===== config.mk =====
export PLATFORM = sky130hd
export DESIGN_NAME = seg_scan_driver
export DESIGN_NICKNAME = d
export VERILOG_FILES = /design/src/rtl/seg_scan_driver_pkg.sv /design/src/rtl/seg_scan_driver_hex_to_seg7.sv /design/src/rtl/seg_scan_driver.sv
export SDC_FILE = /design/constraint.sdc
export NUM_CORES = 1
export LEC_CHECK = 0
export ABC_AREA = 1
export CAP_MARGIN = 10
export CORE_ASPECT_RATIO = 0.5
export CORE_UTILIZATION = 36
export DETAILED_ROUTE_END_ITERATION = 7
export PLACE_DENSITY = 0.64
export SYNTH_ARGS = -nofsm -noshare
export SYNTH_HDL_FRONTEND = slang
export SYNTH_SLANG_ARGS = --single-unit

===== constraint.sdc =====
create_clock -name clk -period 3.6 [get_ports clk]
set_clock_uncertainty 0.2 [all_clocks]
set_input_delay 0.72 -clock clk [delete_from_list [all_inputs] [get_ports clk]]
set_output_delay 0.72 -clock clk [all_outputs]
set_load 0.03 [all_outputs]

===== src/rtl/seg_scan_driver_pkg.sv =====
// Shared constants and segment table for the multiplexed 4-digit display driver.
package seg_scan_driver_pkg;

    localparam int unsigned DIGITS = 4;
    localparam int unsigned NIB_W  = 4;
    localparam int unsigned SEG_W  = 7;
    localparam int unsigned DATA_W = DIGITS * NIB_W;

    localparam logic [SEG_W-1:0]  SEG_OFF = 7'h7F;
    localparam logic [DIGITS-1:0] AN_OFF  = 4'hF;

    // Active-low {g,f,e,d,c,b,a} patterns; entry 15 first, entry 0 last.
    localparam logic [15:0][SEG_W-1:0] HEX_SEG_TABLE = {
        7'h0E, 7'h06, 7'h21, 7'h46, 7'h03, 7'h08, 7'h10, 7'h00,
        7'h78, 7'h02, 7'h12, 7'h19, 7'h30, 7'h24, 7'h79, 7'h40
    };

    // A phase is legal only when exactly one bit is set.
    function automatic logic phase_legal(input logic [DIGITS-1:0] p);
        return (p != '0) && ((p & (p - DIGITS'(1))) == '0);
    endfunction

endpackage


===== src/rtl/seg_scan_driver_hex_to_seg7.sv =====
// Combinational hex nibble to active-low seven-segment decoder.
module hex_to_seg7
    import seg_scan_driver_pkg::*;
(
    input  logic [NIB_W-1:0] hex,
    output logic [SEG_W-1:0] seg_c
);

    // Table lookup of the segment pattern.
    assign seg_c = HEX_SEG_TABLE[hex];

endmodule


===== src/rtl/seg_scan_driver.sv =====
// Four-digit scanned display driver with frame-synchronous update, PWM
// brightness, leading-zero blanking and illegal-phase detection.
module seg_scan_driver
    import seg_scan_driver_pkg::*;
#(
    parameter int unsigned PWM_BITS = 3
) (
    input  logic                  clk,
    input  logic                  rst,
    input  logic [DIGITS-1:0]     phase,
    input  logic                  load,
    input  logic [DATA_W-1:0]     data_in,
    input  logic                  blank_lz,
    input  logic [PWM_BITS:0]     bright,
    output logic [DIGITS-1:0]     an,
    output logic [SEG_W-1:0]      seg,
    output logic                  upd,
    output logic                  err
);

    logic [DIGITS-1:0]   prev_phase;
    logic [DATA_W-1:0]   pending;
    logic                pend_valid;
    logic [DATA_W-1:0]   shadow;
    logic [PWM_BITS-1:0] pwm;

    logic                frame_start_c;
    logic                take_c;
    logic [DATA_W-1:0]   shadow_nxt_c;
    logic [NIB_W-1:0]    nib_c [DIGITS];
    logic [DIGITS-1:0]   blank_c;
    logic [DIGITS-1:0]   lit_c;
    logic [NIB_W-1:0]    sel_nib_c;
    logic [SEG_W-1:0]    dec_seg_c;
    logic                legal_c;
    logic                pwm_on_c;

    // Frame-start detection and choice of the shadow value for this frame.
    // The display path uses the post-update shadow so the first digit of a
    // frame already shows the new value and no frame mixes old and new.
    always_comb begin
        frame_start_c = (phase == 4'b0001) && (prev_phase != 4'b0001);
        take_c        = 1'b0;
        shadow_nxt_c  = shadow;
        if (frame_start_c) begin
            if (load) begin
                shadow_nxt_c = data_in;
                take_c       = 1'b1;
            end else if (pend_valid) begin
                shadow_nxt_c = pending;
                take_c       = 1'b1;
            end
        end
    end

    // Digit nibbles, leading-zero blanking chain, lit mask and nibble select.
    always_comb begin
        sel_nib_c = '0;
        for (int i = 0; i < DIGITS; i++) begin
            nib_c[i] = shadow_nxt_c[i*NIB_W +: NIB_W];
        end
        blank_c[3] = blank_lz && (nib_c[3] == 4'd0);
        blank_c[2] = blank_c[3] && (nib_c[2] == 4'd0);
        blank_c[1] = blank_c[2] && (nib_c[1] == 4'd0);
        blank_c[0] = 1'b0;
        legal_c  = phase_legal(phase);
        pwm_on_c = ({1'b0, pwm} < bright);
        lit_c    = (legal_c && pwm_on_c) ? (phase & ~blank_c) : '0;
        for (int i = 0; i < DIGITS; i++) begin
            if (phase[i]) begin
                sel_nib_c = sel_nib_c | nib_c[i];
            end
        end
    end

    hex_to_seg7 u_dec (
        .hex   (sel_nib_c),
        .seg_c (dec_seg_c)
    );

    // Data capture, PWM counter, registered display outputs and error flag.
    always_ff @(posedge clk) begin
        if (rst) begin
            prev_phase <= '0;
            pending    <= '0;
            pend_valid <= 1'b0;
            shadow     <= '0;
            pwm        <= '0;
            an         <= AN_OFF;
            seg        <= SEG_OFF;
            upd        <= 1'b0;
            err        <= 1'b0;
        end else begin
            prev_phase <= phase;
            pwm        <= pwm + PWM_BITS'(1);
            shadow     <= shadow_nxt_c;
            upd        <= take_c;
            if (load && !frame_start_c) begin
                pending    <= data_in;
                pend_valid <= 1'b1;
            end else if (take_c) begin
                pend_valid <= 1'b0;
            end
            an  <= ~lit_c;
            seg <= (lit_c != '0) ? dec_seg_c : SEG_OFF;
            err <= err | ~legal_c;
        end
    end

endmodule


==> results.toml, run 1 <==
[clocking]
tritoncts.num_buffers = 5
cts-hold-fix-buffers = 0
max-clock-path-buffers = 2
clock-root-buffer = "sky130_fd_sc_hd__clkbuf_16"
postCtsResizedCells = 0
tritoncts = "built"
clk_transition_reported_paths_ns = 0.06
cts_post_setup_buffers_inserted = 0
htreeDepth = 2
worstSkewPairLatency_ns = 0.30
cts.sink_count = 53

[worst_setup_path]
end_kind = "flip-flop"
worst_path_dominant_cell_family = "simple AND/OR/NAND/NOR gates"
largest_incremental_delay_on_the_critical_path_ns = 0.62
setup.worst_path.start = "phase[0]"
worst_reg2reg_path_length_in_cells = 17
rr_endpoint = "seg[0]"
critPathLaunchType = "input pin"
worstPathArrival_ns = 3.10
critPathMostFrequentCell = "sky130_fd_sc_hd__nand2_1"
crit_path_cell_count = 17
worst_path_class_setup = "in -> reg"
worst-path-buf-inv = 4
minimum_setup_slack_among_reg_to_reg_paths_ns = 1.26
endpoint = "seg[0]"
path_max_fanout = 19
worst_r2r_startpoint = "prev_phase[1]"
worst_path_max_delay_cell = "sky130_fd_sc_hd__clkdlybuf4s50_1"
critPathRequiredTime_ns = 3.59
worstPathCellList = "clkdlybuf4s50_1 -> inv_2 -> nor2_2 -> nand2_2 -> nor2_8 -> nand3_1 -> nand3_1 -> nand2_1 -> nor2_2 -> inv_1 -> ha_1 -> o21ai_1 -> nand2_1 -> nand2_1 -> nand2_1 -> inv_1 -> nand2_1"

[synthesis]
synth.top_cells.by_area = "sky130_fd_sc_hd__dfxtp_1, sky130_fd_sc_hd__nand2_1, sky130_fd_sc_hd__nor2_1, sky130_fd_sc_hd__inv_1, sky130_fd_sc_hd__ha_1"
number_of_synthesized_flops_with_an_enable_pin = 0
synthFlopType = "sky130_fd_sc_hd__dfxtp_1"
yosys-top-cells-count = "sky130_fd_sc_hd__nand2_1, sky130_fd_sc_hd__dfxtp_1, sky130_fd_sc_hd__nor2_1"
synthDominantAreaCellType = "sky130_fd_sc_hd__dfxtp_1"
synth_register_bits = 53
netlist_area_sq_um = 2890
syn-num-nets = 473
synth_seq_area_share_pct = 36.7
yosys.area.top_type_share_pct = 36.7
syn_area_per_cell_sq_um = 6.63
post_synth_num_cell_types = 33
async_flop_share_pct = 0
synth.most_common_cell = "sky130_fd_sc_hd__nand2_1"
yosysWarnings = 0
synthesized_instance_count = 436

[sta]
postLayoutSetupSlackWorst_ns = 0.490
fmax_mhz = 322
aggregate_negative_setup_slack_ns = 0
setup_repair_after_global_routing_missed_its_margin = "no"
report.final.hold_viol_count = 0
worst-slew-pin-transition_ns = 0.559
final.min_clock_period_ns = 3.11
max_slew_margin_pct = 62.7
finalSetupViolCount = 0
finalMaxSlewViolations = 0
period_share_pct = 86.4

[layout]
finalNetCount = 516
syn2layout_area_growth_pct = 23.5
final_layout_size_suffix_gt1_share_pct = 13.4
multi_input_comb_area_sq_um = 1560
filler_cell_count = 774
seqCellArea_sq_um = 1060
antenna_cells_inserted = 0

[global_routing]
grt_pass1_wl_mm = 11.5
grt_max_degree = 31
antenna_violations_before_repair = 0
grt.total_usage_pct = 17.7
grt_total_ovfl = 0
first_global_vias = 2374

[flow_run]
cap_violations = 0

[route]
final_antenna_net_count = 0
route.detailed.drc = 0
wirelength_mm = 6.80
drt-initial-drc-count = 184
routed-via-count = 2630
firstDrtPassIters = 4
routedWlPerCell_um = 11.6
route.detailed.vias_per_inst = 4.48

[power_and_ir_drop]
ir_drop_mv = 0.195
cellPowerDensity_nw_per_um2 = 394
p_leak_nw = 1.70

[floorplan]
die_height_um = 65.4
boundaryPins = 41
placementRows = 22
die_area_sq_um = 8410
die_x_um = 129
coreArea_sq_um = 7540
floorplan.initialDensity_pct = 38.3

[placement]
detailedPlacementHpwl_mm = 5.04
port_buffers = 40
place_worst_setup_slack_ns = 0.179
gpl.final_weighted_congestion = 0.807

[hold_path]
worstHoldPathType = "reg -> reg"

[status]
outcome = "complete, no violations"
-- cells in the final DEF, fill, tap and decap left out --
cell | synthesis | final
sky130_fd_sc_hd__nand2_1 | 160 | 160
sky130_fd_sc_hd__a31oi_1 | 1 | 1
sky130_fd_sc_hd__clkbuf_8 | 0 | 1
sky130_fd_sc_hd__o211ai_2 | 1 | 1
sky130_fd_sc_hd__dfxtp_1 | 53 | 53
sky130_fd_sc_hd__clkinv_1 | 1 | 1
sky130_fd_sc_hd__or2_1 | 1 | 1
sky130_fd_sc_hd__buf_4 | 0 | 11
sky130_fd_sc_hd__clkinvlp_4 | 0 | 1
sky130_fd_sc_hd__nor3_1 | 2 | 2
sky130_fd_sc_hd__inv_1 | 41 | 41
sky130_fd_sc_hd__o221a_2 | 2 | 2
sky130_fd_sc_hd__nand3b_1 | 1 | 1
sky130_fd_sc_hd__o21ai_1 | 1 | 1
sky130_fd_sc_hd__clkdlybuf4s50_1 | 0 | 40
sky130_fd_sc_hd__nor2_2 | 5 | 5
sky130_fd_sc_hd__nor2_8 | 3 | 3
sky130_fd_sc_hd__nand2_2 | 16 | 16
sky130_fd_sc_hd__nand2_4 | 2 | 2
sky130_fd_sc_hd__nand3_4 | 1 | 1
sky130_fd_sc_hd__a21oi_1 | 11 | 11
sky130_fd_sc_hd__clkbuf_16 | 0 | 5
sky130_fd_sc_hd__nor2_1 | 47 | 47
sky130_fd_sc_hd__or2_2 | 7 | 7
sky130_fd_sc_hd__o211ai_1 | 1 | 1
sky130_fd_sc_hd__inv_2 | 6 | 6
sky130_fd_sc_hd__ha_1 | 9 | 9
sky130_fd_sc_hd__xnor2_1 | 1 | 1
sky130_fd_sc_hd__o21ai_2 | 1 | 1
sky130_fd_sc_hd__nand3_2 | 2 | 2
sky130_fd_sc_hd__o21ai_0 | 22 | 22
sky130_fd_sc_hd__nand3_1 | 22 | 22
sky130_fd_sc_hd__a211oi_1 | 1 | 1
-- report_power, final --
part / leakage (nW) / internal (mW) / switching (mW) / total, mW
combinational: 1.20 / 0.117 / 0.170 / 0.287
clock: 0.0690 / 0.273 / 0.214 / 0.487
sequential: 0.436 / 0.621 / 0.0132 / 0.634
total: 1.70 / 1.01 / 0.396 / 1.41
-- cells by family (layout without fill, tap and decap cells) --
family,Yosys count,after routing,synth area share [%]
buffers and inverters,63,106,9.22
AOI/OAI and AO/OA,41,41,8.14
and+or+nand+nor,269,269,41.7
xor gates and xnor gates,1,1,0.303
adders and majority gates,9,9,3.90
DFF,53,53,36.7
-- state kept, by name, summed over array words and instances (netlist names) --
name / count
shadow: 16
pend_valid: 1
err: 1
an: 4
upd: 1
seg: 7
pwm: 3
prev_phase: 4
pending: 16
-- routing by layer --
layer | routed length (um) | global-route usage [%] | part of all wire (%)
met5 | 0 | 0 | 0
met2 | 2720 | 25.8 | 40
met4 | 46 | 3.97 | 0.68
met3 | 351 | 4.07 | 5.2
met1 | 3670 | 26.1 | 54
-- worst register-to-register path: cells and delay by family, from the launching register on --
kind                       cells  cell delay (ns)
adders and majority gates      1             0.24
DFF                            1             0.30
and+or+nand+nor               13             1.29
buffers and inverters          3             0.23
-- worst min-delay path by stage --
stage / slack, ns / cells past startpoint / from / end
after floorplan: 0.21 / 1 / pwm[0] / pwm[0]
after global placement: 0.23 / 1 / pwm[0] / pwm[0]
after detailed placement: 0.23 / 1 / pwm[0] / pwm[0]
after CTS: 0.25 / 1 / pwm[0] / pwm[0]
after global routing: 0.27 / 1 / pwm[0] / pwm[0]
final: 0.25 / 1 / pwm[0] / pwm[0]
-- stage by stage --
stage | cells | area (sq um) | hold WS (ns) | utilization [%] | total power, mW
floorplan | 436 | 2890 | 0.214 | - | 0.832
CTS | 587 | 3570 | 0.250 | 47.3 | 1.42
global route | 587 | 3570 | 0.271 | 47.3 | 1.48
finish | 587 | 3570 | 0.247 | 47.3 | 1.41
detailed placement | 580 | 3420 | 0.235 | 45.4 | 0.934
global placement | 580 | 3420 | 0.233 | 45.4 | 0.933
-- cell type report --
| class | count | area share (%) |
|---|---|---|
| timing repair buffer | 51 | 13.5 |
| clock inverter | 1 | 0.210 |
| multi-input combinational | 320 | 43.8 |
| inverter | 48 | 5.05 |
| tap | 108 | 3.79 |
| clock buffer | 6 | 3.89 |
| sequential | 53 | 29.7 |
(Power assumes the default switching activity.)
==> run 2: changes to the inputs <==
CORE_MARGIN = 2   (was default)
==> results.toml, run 2 (synthesis results as in run 1) <==
[status]
outcome = "complete, no violations"

[sta]
final.hold.worst_slack_ns = 0.254
max_slew_margin_pct = 62.9
finalSetupViolCount = 0
final.min_clock_period_ns = 3.19
worst-slew-pin-transition_ns = 0.556
postLayoutSetupSlackWorst_ns = 0.411
finalMaxSlewViolations = 0
aggregate_negative_setup_slack_ns = 0
fmax_mhz = 314
setup_repair_after_global_routing_missed_its_margin = "no"
report.final.hold_viol_count = 0
period_share_pct = 88.6

[clocking]
max-clock-path-buffers = 2
cts.sink_count = 53
clock-root-buffer = "sky130_fd_sc_hd__clkbuf_16"
cts-hold-fix-buffers = 0
clk_transition_reported_paths_ns = 0.07
tritoncts = "built"
cts_post_setup_buffers_inserted = 0
worstSkewPairLatency_ns = 0.30
postCtsResizedCells = 0
tritoncts.num_buffers = 5
htreeDepth = 2

[route]
route.detailed.vias_per_inst = 4.48
top_layer = "met4"
wirelength_mm = 6.75
wirelength_met1_mm = 3.56
final_antenna_net_count = 0
routed-via-count = 2644
routedWlPerCell_um = 11.4
route.detailed.drc = 0
drt-initial-drc-count = 211
detailroute.wirelength.met3_um = 318
wl_met2_mm = 2.82
firstDrtPassIters = 4

[worst_setup_path]
critPathLaunchType = "input pin"
worst_path_max_delay_cell = "sky130_fd_sc_hd__clkdlybuf4s50_1"
worstPathArrival_ns = 3.18
rr_endpoint = "seg[0]"
critPathRequiredTime_ns = 3.59
setup.worst_path.start = "phase[0]"
worst-path-buf-inv = 4
worst_reg2reg_path_length_in_cells = 17
worst_r2r_startpoint = "prev_phase[1]"
path_max_fanout = 19
endpoint = "seg[0]"
minimum_setup_slack_among_reg_to_reg_paths_ns = 1.24
crit_path_cell_count = 17
worst_path_class_setup = "in -> reg"
worstPathCellList = "clkdlybuf4s50_1 -> inv_2 -> nor2_2 -> nand2_2 -> nor2_8 -> nand3_1 -> nand3_1 -> nand2_1 -> nor2_2 -> inv_1 -> ha_1 -> o21ai_1 -> nand2_1 -> nand2_1 -> nand2_1 -> inv_1 -> nand2_1"
worst_path_dominant_cell_family = "simple AND/OR/NAND/NOR gates"
end_kind = "flip-flop"
largest_incremental_delay_on_the_critical_path_ns = 0.64
critPathMostFrequentCell = "sky130_fd_sc_hd__nand2_1"

[floorplan]
die_x_um = 131
boundaryPins = 41
coreArea_sq_um = 7890
floorplan.initialDensity_pct = 36.7
die_height_um = 67.4
placementRows = 23
die_area_sq_um = 8800

[power_and_ir_drop]
switching_part_of_the_total_pct = 29.1
report.power.total_mw = 1.40
switchingPower_mw = 0.408
power.combinational.fraction_pct = 20.3
p_leak_nw = 1.69
intPower_mw = 0.995
share_seq_of_total_power_pct = 45.2
cellPowerDensity_nw_per_um2 = 395
ir_drop_mv = 0.192
clock_power_share_pct = 34.5

[layout]
top_regs = "pending (16), shadow (16), seg (7)"
finalNetCount = 514
final_design_area_no_fill_sq_um = 3560
layout.cells.most_common = "sky130_fd_sc_hd__nand2_1"
antenna_cells_inserted = 0
syn2layout_area_growth_pct = 23.0
most-common-layout-cells = "sky130_fd_sc_hd__nand2_1, sky130_fd_sc_hd__dfxtp_1, sky130_fd_sc_hd__nor2_1, sky130_fd_sc_hd__inv_1, sky130_fd_sc_hd__clkdlybuf4s50_1"
final_layout_size_suffix_gt1_share_pct = 13.0

[hold_path]
timing.hold.worst_path_depth = 2
worstHoldPathType = "reg -> reg"

[global_routing]
grt_pass1_wl_mm = 10.8
antenna_violations_before_repair = 0
grt_max_degree = 31
grt.total_usage_pct = 15.9
grt_total_ovfl = 0
first_global_vias = 2215

[placement]
port_buffers = 40
detailedPlacementHpwl_mm = 4.99
gpl.final_weighted_congestion = 0.793
place_worst_setup_slack_ns = 0.117
dpl-instance-area_sq_um = 3410

[flow_run]
cap_violations = 0
[run 2: tightest hold or removal path, stage by stage (launching register included)]
cell and delay (ns):
sky130_fd_sc_hd__dfxtp_1 0.30, sky130_fd_sc_hd__inv_1 0.06, sky130_fd_sc_hd__a21oi_1 0.05
[run 2: metal layers]
metal | vias to the layer above | track usage (%)
met2 | 46 | 23.2
met1 | 1174 | 23.5
met3 | 5 | 3.49
met4 | 0 | 4.39
met5 | - | 0
li1 | 1419 | -
[run 2: power by group through the flow]
stage                     registers [mW]  logic (mW)  clock network, mW
after detailed placement           0.648       0.285                  0
after global placement             0.647       0.284                  0
final                              0.634       0.284              0.485
after global routing               0.637       0.320              0.514
after CTS                          0.634       0.286              0.493
after floorplan                    0.668       0.164                  0
[run 2: metrics by stage]
step,utilization [%],std cells
after global routing,45.1,590
final,45.1,590
after CTS,45.1,590
after global placement,43.3,582
after detailed placement,43.3,582
after floorplan,-,436
[run 2: worst min-delay path by stage]
stage | slack [ns] | startpoint | endpoint
2_1_floorplan | 0.21 | pwm[0] | pwm[0]
3_3_place_gp | 0.24 | pwm[0] | pwm[0]
3_5_place_dp | 0.25 | pwm[0] | pwm[0]
4_1_cts | 0.26 | pending[2] | pending[2]
5_1_grt | 0.29 | pending[2] | pending[2]
6_report | 0.25 | pending[0] | pending[0]
[run 2: cell type report]
| class | count | area, sq um |
|---|---|---|
| inverter | 48 | 180 |
| timing repair buffer | 49 | 468 |
| sequential | 53 | 1060 |
| clock buffer | 6 | 129 |
| fill | 837 | 4330 |
| tap | 112 | 140 |
| multi-input combinational | 320 | 1560 |
| clock inverter | 2 | 15.0 |
